### src/rtl/uart_rx.sv
`timescale 1ns/1ps
// UART receiver: 8 data bits, no parity, one stop bit. The start bit is sampled
// at mid-bit, and each later bit is sampled one full bit period after the previous one.
module uart_rx #(
   parameter int clocks_per_bit = 434
) (
   input  logic       clock,
   input  logic       reset_n,
   input  logic       pin,
   output logic [7:0] byte_received,
   output logic       valid,
   output logic       framing_error,
   output logic       busy
);

   localparam int CW = (clocks_per_bit > 1) ? $clog2(clocks_per_bit) : 1;
   localparam logic [CW-1:0] C_LAST = CW'(clocks_per_bit - 1);
   localparam logic [CW-1:0] C_HALF = CW'((clocks_per_bit - 1) / 2);

   typedef enum logic [1:0] {S_IDLE, S_START, S_DATA, S_STOP} state_t;

   state_t          r_state;
   state_t          w_state_next;
   logic            r_sync1;
   logic            r_line;
   logic            r_line_d;
   logic [CW-1:0]   r_cnt;
   logic [2:0]      r_bit;
   logic [7:0]      r_shift;
   logic [7:0]      r_byte;
   logic            r_valid;
   logic            r_ferr;
   logic            w_start_edge;
   logic            w_half;
   logic            w_last;

   assign w_start_edge = !r_line && r_line_d;
   assign w_half       = (r_cnt == C_HALF);
   assign w_last       = (r_cnt == C_LAST);

   always_ff @(posedge clock) begin
      if (!reset_n) r_state <= S_IDLE;
      else          r_state <= w_state_next;
   end

   always_comb begin
      w_state_next = r_state;
      case (r_state)
         S_IDLE:  if (w_start_edge) w_state_next = S_START;
         S_START: if (w_half) w_state_next = r_line ? S_IDLE : S_DATA;
         S_DATA:  if (w_last && r_bit == 3'd7) w_state_next = S_STOP;
         S_STOP:  if (w_last) w_state_next = S_IDLE;
         default: w_state_next = S_IDLE;
      endcase
   end

   always_comb begin
      busy          = (r_state != S_IDLE);
      valid         = r_valid;
      framing_error = r_ferr;
      byte_received = r_byte;
   end

   // Datapath: synchronizer, bit-period counter, shift register and result pulses.
   always_ff @(posedge clock) begin
      if (!reset_n) begin
         r_sync1  <= 1'b1;
         r_line   <= 1'b1;
         r_line_d <= 1'b1;
         r_cnt    <= '0;
         r_bit    <= '0;
         r_shift  <= '0;
         r_byte   <= '0;
         r_valid  <= 1'b0;
         r_ferr   <= 1'b0;
      end else begin
         r_sync1  <= pin;
         r_line   <= r_sync1;
         r_line_d <= r_line;
         r_valid  <= 1'b0;
         r_ferr   <= 1'b0;
         case (r_state)
            S_IDLE: begin
               r_cnt <= '0;
               r_bit <= '0;
            end
            S_START: r_cnt <= w_half ? '0 : r_cnt + 1'b1;
            S_DATA: begin
               if (w_last) begin
                  r_cnt   <= '0;
                  r_shift <= {r_line, r_shift[7:1]};
                  r_bit   <= r_bit + 1'b1;
               end else begin
                  r_cnt <= r_cnt + 1'b1;
               end
            end
            S_STOP: begin
               if (w_last) begin
                  r_cnt <= '0;
                  if (r_line) begin
                     r_byte  <= r_shift;
                     r_valid <= 1'b1;
                  end else begin
                     r_ferr <= 1'b1;
                  end
               end else begin
                  r_cnt <= r_cnt + 1'b1;
               end
            end
            default: r_cnt <= '0;
         endcase
      end
   end

endmodule

### config.mk
export PLATFORM = sky130hd
export DESIGN_NAME = uart_rx
export DESIGN_NICKNAME = d
export VERILOG_FILES = /design/src/rtl/uart_rx.sv
export SDC_FILE = /design/constraint.sdc
export NUM_CORES = 1
export LEC_CHECK = 0
export BUFFER_PORTS_ARGS = -buffer_cell sky130_fd_sc_hd__buf_2
export CAP_MARGIN = 5
export CORE_MARGIN = 2
export CORE_UTILIZATION = 43
export DETAILED_ROUTE_END_ITERATION = 6
export SLEW_MARGIN = 20
export SYNTH_ARGS = -nofsm -noshare
export SYNTH_HDL_FRONTEND = slang
export SYNTH_SLANG_ARGS = --single-unit
export TNS_END_PERCENT = 10
### constraint.sdc
create_clock -name clock -period 4.1 [get_ports clock]
set_clock_uncertainty 0.05 [all_clocks]
set_input_delay 0.205 -clock clock [delete_from_list [all_inputs] [get_ports clock]]
set_output_delay 0.205 -clock clock [all_outputs]
set_load 0.01 [all_outputs]
==> out/metrics.csv, run 1 <==
metric,value,unit
ys_async_sr_fraction,0,
htree_levels,2,
ant_nets,0,
maxSlewViolCount,0,
initial_core_util,0.449,
tns,0,ns
core,0.00336,mm^2
r2r_slack,1.99,ns
cts-root-buf,clkbuf_4,
cts_buffer_depth,2,
worstHoldStart,reset_n,
synth_nets,158,
synth_area,0.00151,mm^2
io_pins,14,
critical_path_class,flop to flop,
finalSetupViolCount,0,
path_cells,ha_1 -> nand4bb_2 -> nor4b_2 -> mux2i_1 -> nor2b_1,
nets,174,
crit_path_start_kind,flop,
clock.fmax,0.473,GHz
min_path_cells,2,
synth_area_per_cell,10.1,um^2
via_per_inst,4.89,
min_path_type,input port to flop,
final_hold_viol_count,0,
grt_max_degree,27,
clk_pin_slew,0.10,ns
critPathMaxStageDelay,0.89,ns
multiInputGateArea,759,um^2
r2r-end,r_shift[2],
rsz0062_at_grt,false,
cts_buffers,5,
die_h,63.2,um
p_leak,0.000633,uW
dp_hpwl,1770,um
end_kind,flop,
diodes,0,
synth-edff-count,0,
r2r-start,r_cnt[0],
gr-total-overflow,0,
die_area,0.00400,mm^2
syn-instance-count,150,
cp.arrival,2.30,ns
area_delta_synth_final,13.8,%
regArea,701,um^2
required,4.29,ns
final_common_cell,dfxtp_1,
cts.sinks,35,
yosys_warnings,0,
antenna_found_initial,0,
outcome,"finished, final reports clean",
drive_above_1_share,0.180,
ys_types,35,
ys_ff_latch,35,
grt_pass1_vias,982,
num_rows,21,
fin_ws,1.99,ns
crit_slowest_cell,nor4b_2,
holdPathEnd,r_line,
fillers,347,
grt_pass1_wl,4530,um
drv_cap,0,
postCtsSetupBuffers,0,
worst_slew_pin_slew,1.04,ns
avgRoutedWirePerCell,12.0,um
period_minus_slack,2.11,ns
relSlewSlack,0.304,
ys.flop_type,dfxtp_1,
stdcell_count,213,
reg2reg_depth,5,
fp.dieW,63.2,um
drt-total-wl,2550,um
tritoncts,built,
drc,0,
ir_worst_vdd,0.212,mV
vias,1042,
cp_max_fo,8,
drt-pass1-iter-count,4,
period_share,0.516,
gp_congestion,0.724,
pre_cts_slack,1.96,ns
drtIter0Drc,69,
cellPowerDensity,384,mW/mm^2
dp.cells,204,
ys_seq_area_frac,0.464,
io_buffers,13,
clock_latency,0.33,ns
grt_util_all_layers,0.148,
mostFrequentLayoutCells,"35 x dfxtp_1, 17 x nor2b_1, 16 x mux2i_1",
==> sequential cells by signal (all words and copies together) (netlist names), named ones only <==
register / flops
r_sync1: 1
r_cnt: 9
r_bit: 3
r_state: 1
valid: 1
byte_received: 8
r_shift: 8
r_line: 1
framing_error: 1
r_line_d: 1
==> per-stage QoR <==
step | utilization | power, uW | cell area (um^2) | hold WS, ns
global placement | 0.477 | 360 | 1610 | 0.336
floorplan | - | 357 | 1510 | 0.228
detailed placement | 0.477 | 360 | 1610 | 0.349
finish | 0.510 | 659 | 1720 | 0.184
global route | 0.510 | 688 | 1720 | 0.210
CTS | 0.510 | 665 | 1720 | 0.175
==> cell type report <==
class | instances | share of cell area
multi-input cells | 105 | 0.442
well taps | 46 | 0.0335
clock buffers | 6 | 0.0241
repair buffers | 15 | 0.0481
clock inverters | 2 | 0.0350
flip-flops and latches | 35 | 0.408
inverters | 4 | 0.00875
==> Yosys cell counts (3+ instances only) <==
cell / number / area (um^2)
ha_1: 5 / 62.6
xnor2_1: 5 / 43.8
nand2b_1: 4 / 25.0
clkbuf_1: 4 / 15.0
and2_1: 3 / 18.8
mux2i_1: 16 / 160
nor3_1: 3 / 15.0
inv_1: 4 / 15.0
nand2_1: 6 / 22.5
nor2b_1: 17 / 106
dfxtp_1: 35 / 701
o21ai_0: 5 / 25.0
nor2_1: 15 / 56.3
==> logic make-up after synthesis <==
family,Yosys count,synth area share
XOR/XNOR,7,0.0406
buffers and inverters,10,0.0323
flip-flops,35,0.464
AND/OR/NAND/NOR,61,0.237
AO/OA/AOI/OAI,16,0.0779
adder cells (fa/ha/maj),5,0.0415
multiplexers,16,0.106
==> worst max path at each step <==
stage                      end  slack [ns]  startpoint  depth (start not counted)
finish              r_shift[2]        1.99    r_cnt[0]                          5
global placement    r_shift[4]        1.99    r_cnt[0]                          5
global route        r_shift[1]        1.76    r_cnt[0]                          5
floorplan             r_bit[1]        2.57    r_cnt[0]                          5
detailed placement  r_shift[1]        1.96    r_cnt[0]                          5
CTS                 r_shift[4]        1.95    r_cnt[0]                          5
==> worst max-delay path: cells and delay by family (launching register included) <==
| kind | cells | cell delay (ns) |
|---|---|---|
| adders and majority gates | 1 | 0.18 |
| muxes | 1 | 0.27 |
| and+or+nand+nor | 3 | 1.12 |
| DFF | 1 | 0.40 |
==> layer usage <==
metal,track usage,part of all wire,up-vias
met4,0.0734,0.016,0
met1,0.194,0.52,479
met2,0.210,0.43,18
met3,0.0589,0.034,5
met5,0,0,-
li1,-,-,540
==> power breakdown <==
group	internal, uW	switching [uW]
registers	341	1.69
logic	5.43	4.93
clock network	190	115
total	537	122
==> repair_timing <==
item / 4_1_cts / 5_1_grt
hold buffers: 1 / 0
gates resized for setup: 0 / 0
endpoints found under the hold margin: 1 / 0
No activity file was read; power rests on OpenSTA's default activity.
==> inputs of run 2 (changes only) <==
==> constraint.sdc (replaced) <==
create_clock -name clock -period 2.2 [get_ports clock]
set_clock_uncertainty 0.05 [all_clocks]
set_input_delay 0.11 -clock clock [delete_from_list [all_inputs] [get_ports clock]]
set_output_delay 0.11 -clock clock [all_outputs]
set_load 0.01 [all_outputs]
==> run 2 against run 1 <==
Compared with the run above: final cell count increased by 0.47%; final area increased by 0.44%; count of clock-buffer cells in the layout unchanged; non-clock buffer count increased by 1; power increased by 85%; hold slack got worse by 0.085 ns; first-iteration DRC count decreased by 14%; global-route usage increased by 0.30 points; critical path type unchanged; largest cell class unchanged; largest power group unchanged.
==> out/metrics.csv, run 2 (synthesized netlist as in run 1, its figures left out) <==
metric,value,unit
outcome,"finished, final reports clean",
clk_pin_slew,0.11,ns
required,2.38,ns
num_rows,21,
htree_levels,2,
post-route-cell-area,0.00172,mm^2
antenna_found_initial,0,
grt_pass1_vias,1081,
dp_hpwl,1820,um
grt_pass1_wl,4830,um
period_minus_slack,1.68,ns
stdcell_count,214,
drt-total-wl,2590,um
core,0.00336,mm^2
cp.arrival,1.86,ns
io_pins,14,
finalSetupViolCount,0,
ir_worst_vdd,0.403,mV
fp.dieW,63.2,um
drv_cap,0,
drive_above_1_share,0.185,
final_common_cell,dfxtp_1,
area_delta_synth_final,14.3,%
rsz0062_at_grt,false,
power,1220,uW
vias,1053,
cts-root-buf,clkbuf_4,
p_leak,0.000638,uW
post_dp_cell_area,0.00161,mm^2
regMostFlops,r_cnt,
io_buffers,13,
worst_slew_pin_slew,0.421,ns
largest_reg_flops,9,
initial_core_util,0.449,
cts_buffer_depth,2,
drt-pass1-iter-count,4,
holdWs,0.0990,ns
nets,175,
maxSlewViolCount,0,
cellPowerDensity,707,mW/mm^2
grt_max_degree,27,
mostFrequentLayoutCells,"35 x dfxtp_1, 17 x nor2b_1, 16 x mux2i_1",
multiInputGateArea,759,um^2
tritoncts,built,
cts.sinks,35,
ant_nets,0,
gp_congestion,0.739,
end_kind,flop,
gr-total-overflow,0,
cts_buffers,5,
die_area,0.00400,mm^2
grt_util_all_layers,0.151,
via_per_inst,4.92,
drc,0,
tns,0,ns
avgRoutedWirePerCell,12.1,um
crit_path_start_kind,flop,
fillers,355,
final_hold_viol_count,0,
drtIter0Drc,59,
die_h,63.2,um
clock.fmax,0.595,GHz
diodes,0,
min_path_type,input port to flop,
cp_max_fo,5,
critical_path_class,flop to flop,
period_share,0.764,
dp.cells,205,
regArea,701,um^2
clock_latency,0.33,ns
relSlewSlack,0.719,
run 2: changes by cell type in the layout (fill, tap and decap cells not counted):
cell	change
buf_4	+1
run 2: metal layers:
metal,GRT usage,vias up,share of wire
li1,-,542,-
met1,0.185,492,0.47
met2,0.250,15,0.49
met3,0.0393,4,0.029
met4,0.0652,0,0.012
met5,0,-,0
run 2: final cells by class:
cell class / count / share of cell area
Multi-Input combinational cell: 105 / 0.440
Sequential cell: 35 / 0.406
Timing Repair Buffer: 16 / 0.0522
Clock inverter: 2 / 0.0348
Tap cell: 46 / 0.0334
Clock buffer: 6 / 0.0239
Inverter: 4 / 0.00871
run 2: worst paths after layout:
path                            cells past startpoint  slack [ns]  startpoint       end
worst min register to register                      1        0.37     r_sync1    r_line
worst max register to register                      6        0.52    r_cnt[1]  r_bit[1]
worst min-delay path                                2         0.1     reset_n    r_line
worst max-delay path                                6        0.52    r_cnt[1]  r_bit[1]
run 2: worst max-delay path, cell delays in order, from the launching register on:
cell and delay, ns:
dfxtp_1 0.34, inv_1 0.08, ha_1 0.16, nand4bb_2 0.19, or2_2 0.37, a221oi_1 0.32, nor2_1 0.08
run 2: what timing repair did:
action,in CTS,in global routing
gates resized for setup,0,0
buffers inserted,0,0
hold buffers,1,0
hold endpoints to repair,1,0
run 2: power breakdown:
part           leakage (uW)  switching (uW)  total, uW  internal (uW)
clock             0.0000525             205        560            355
sequential         0.000282            3.21        639            636
combinational      0.000303            9.09       19.2           10.1
total              0.000638             218       1220           1000
run 2: per-stage QoR:
step	setup WS [ns]	util
final	0.518	0.513
after CTS	0.503	0.513
after global routing	0.346	0.513
after floorplan	0.671	-
after detailed placement	0.509	0.480
after global placement	0.573	0.480
==> inputs of run 3 (changes only) <==
==> constraint.sdc (replaced) <==
create_clock -name clock -period 1.4 [get_ports clock]
set_clock_uncertainty 0.05 [all_clocks]
set_input_delay 0.07 -clock clock [delete_from_list [all_inputs] [get_ports clock]]
set_output_delay 0.07 -clock clock [all_outputs]
set_load 0.01 [all_outputs]
==> run 3 against run 2 <==
Compared with the run above: the flow now finishes with violations (setup timing); flip-flop and latch count unchanged; largest power group unchanged; fmax rose by 5.3%; critical endpoint unchanged; largest cell class unchanged; sequential power grew 56%; utilization up 5.6 points; power up 31%.
==> out/metrics.csv, run 3 (synthesized netlist as in run 1, its figures left out) <==
metric,value,unit
outcome,"finished, violations left",
violations,setup timing,
die_h,63.2,um
path_cells,inv_2 -> ha_4 -> nand4bb_4 -> buf_4 -> or2_4 -> a221oi_2 -> nor2_1,
period_minus_slack,1.60,ns
nets,193,
initial_core_util,0.449,
gr-total-overflow,0,
num_rows,21,
r2r_slack,-0.20,ns
fin_ws,-0.197,ns
cts.sinks,35,
largest_reg_flops,9,
comb_power_share,0.028,
top_layer,met4,
min_path_type,flop to flop,
vias,1152,
finalSetupViolCount,31,
fillers,312,
stdcell_count,232,
power_switching_share,0.237,
drt-pass1-iter-count,4,
cts_buffers,5,
grt_pass1_vias,1126,
dp.cells,221,
final_common_cell,dfxtp_1,
p_clk_frac,0.343,
end_kind,flop,
maxSlewViolCount,0,
required,1.59,ns
tns,-4.15,ns
relSlewSlack,0.784,
clock.fmax,0.626,GHz
dr_wl_met2,1260,um
cts-root-buf,clkbuf_4,
drive_above_1_share,0.323,
fin_util,0.569,
io_pins,14,
cp.arrival,1.79,ns
critPathMaxStageDelay,0.34,ns
antenna_found_initial,0,
io_buffers,13,
final_hold_viol_count,0,
cellPowerDensity,833,mW/mm^2
via_per_inst,4.97,
ir_worst_vdd,0.534,mV
grt_util_all_layers,0.166,
mostFrequentLayoutCells,"30 x dfxtp_1, 18 x buf_4, 17 x nor2b_1",
cp_max_fo,5,
power_frac_seq,0.629,
drv_cap,0,
grt_max_degree,19,
avgRoutedWirePerCell,12.2,um
critical_path_class,flop to flop,
cts_buffer_depth,2,
p_int,1220,uW
rsz0062_at_grt,true,
htree_levels,2,
drt-total-wl,2840,um
area_delta_synth_final,26.8,%
gp_congestion,0.739,
crit_path_start_kind,flop,
wl_met1,1430,um
grt_pass1_wl,5180,um
regArea,707,um^2
dr_wl_met3,102,um
p_leak,0.000733,uW
core,0.00336,mm^2
diodes,0,
clock_latency,0.34,ns
die_area,0.00400,mm^2
regMostFlops,r_cnt,
crit_slowest_cell,dfxtp_2,
ant_nets,0,
drtIter0Drc,42,
period_share,1.14,
dp_hpwl,1960,um
drc,0,
clk_pin_slew,0.11,ns
fp.dieW,63.2,um
tritoncts,built,
worst_slew_pin_slew,0.322,ns
multiInputGateArea,848,um^2
switchingPower,377,uW
## run 3: cell count changes in the layout (fill, tap and decap cells not counted), sizes merged
cell         delta
buf            +17
bufinv          -2
clkinv          +1
clkinvlp        +1
dlygate4sd3     +1
## run 3: layer usage
layer / vias to the layer above / global-route usage
met5: - / 0
met4: 0 / 0.0571
met3: 5 / 0.0536
met2: 13 / 0.257
met1: 555 / 0.217
li1: 579 / -
## run 3: path summary, 6_finish.rpt
| kind | from | to | cells past startpoint |
|---|---|---|---|
| setup / recovery | r_cnt[1] | r_bit[1] | 7 |
| hold / removal | r_sync1 | r_line | 1 |
| setup reg to reg | r_cnt[1] | r_bit[1] | 7 |
| hold reg to reg | r_sync1 | r_line | 1 |
## run 3: through the flow
step / setup slack [ns] / hold slack (ns) / cell area (um^2) / power, uW
finish: -0.197 / 0.365 / 1910 / 1590
global route: -0.293 / 0.389 / 1910 / 1650
CTS: -0.195 / 0.367 / 1880 / 1600
detailed placement: -0.243 / 0.218 / 1760 / 1060
global placement: -0.195 / 0.210 / 1760 / 1060
floorplan: -0.115 / 0.0930 / 1540 / 1050
## run 3: layout make-up
class | instances | share of cell area
Tap cell | 46 | 0.0301
Clock buffer | 6 | 0.0216
Multi-Input combinational cell | 105 | 0.443
Clock inverter | 2 | 0.00654
Sequential cell | 35 | 0.370
Timing Repair Buffer | 34 | 0.121
Inverter | 4 | 0.00785
## run 3: worst max-delay path, delay by kind of cell (launching register included)
kind | cells | cell delay, ns
flops | 1 | 0.34
fa+ha+maj | 1 | 0.14
buf+inv | 2 | 0.24
simple gates | 3 | 0.48
compound gates | 1 | 0.25
## run 3: power groups by stage
stage                     Clock, uW  Sequential (uW)  Combinational [uW]
after floorplan                   0             1020                21.7
after global placement            0             1020                36.0
after CTS                       558             1000                43.6
after global routing            601             1000                48.6
after detailed placement          0             1020                36.6
final                           547             1000                44.4
## run 3: repair_timing
item / CTS / global route
gates resized for setup: 12 / 7
pin swaps: 7 / 3
hold buffers: 2 / 0
cloned: 1 / 0
hold endpoints to repair: 3 / 0
setup endpoints to repair: 32 / 33
setup buffers: 0 / 0
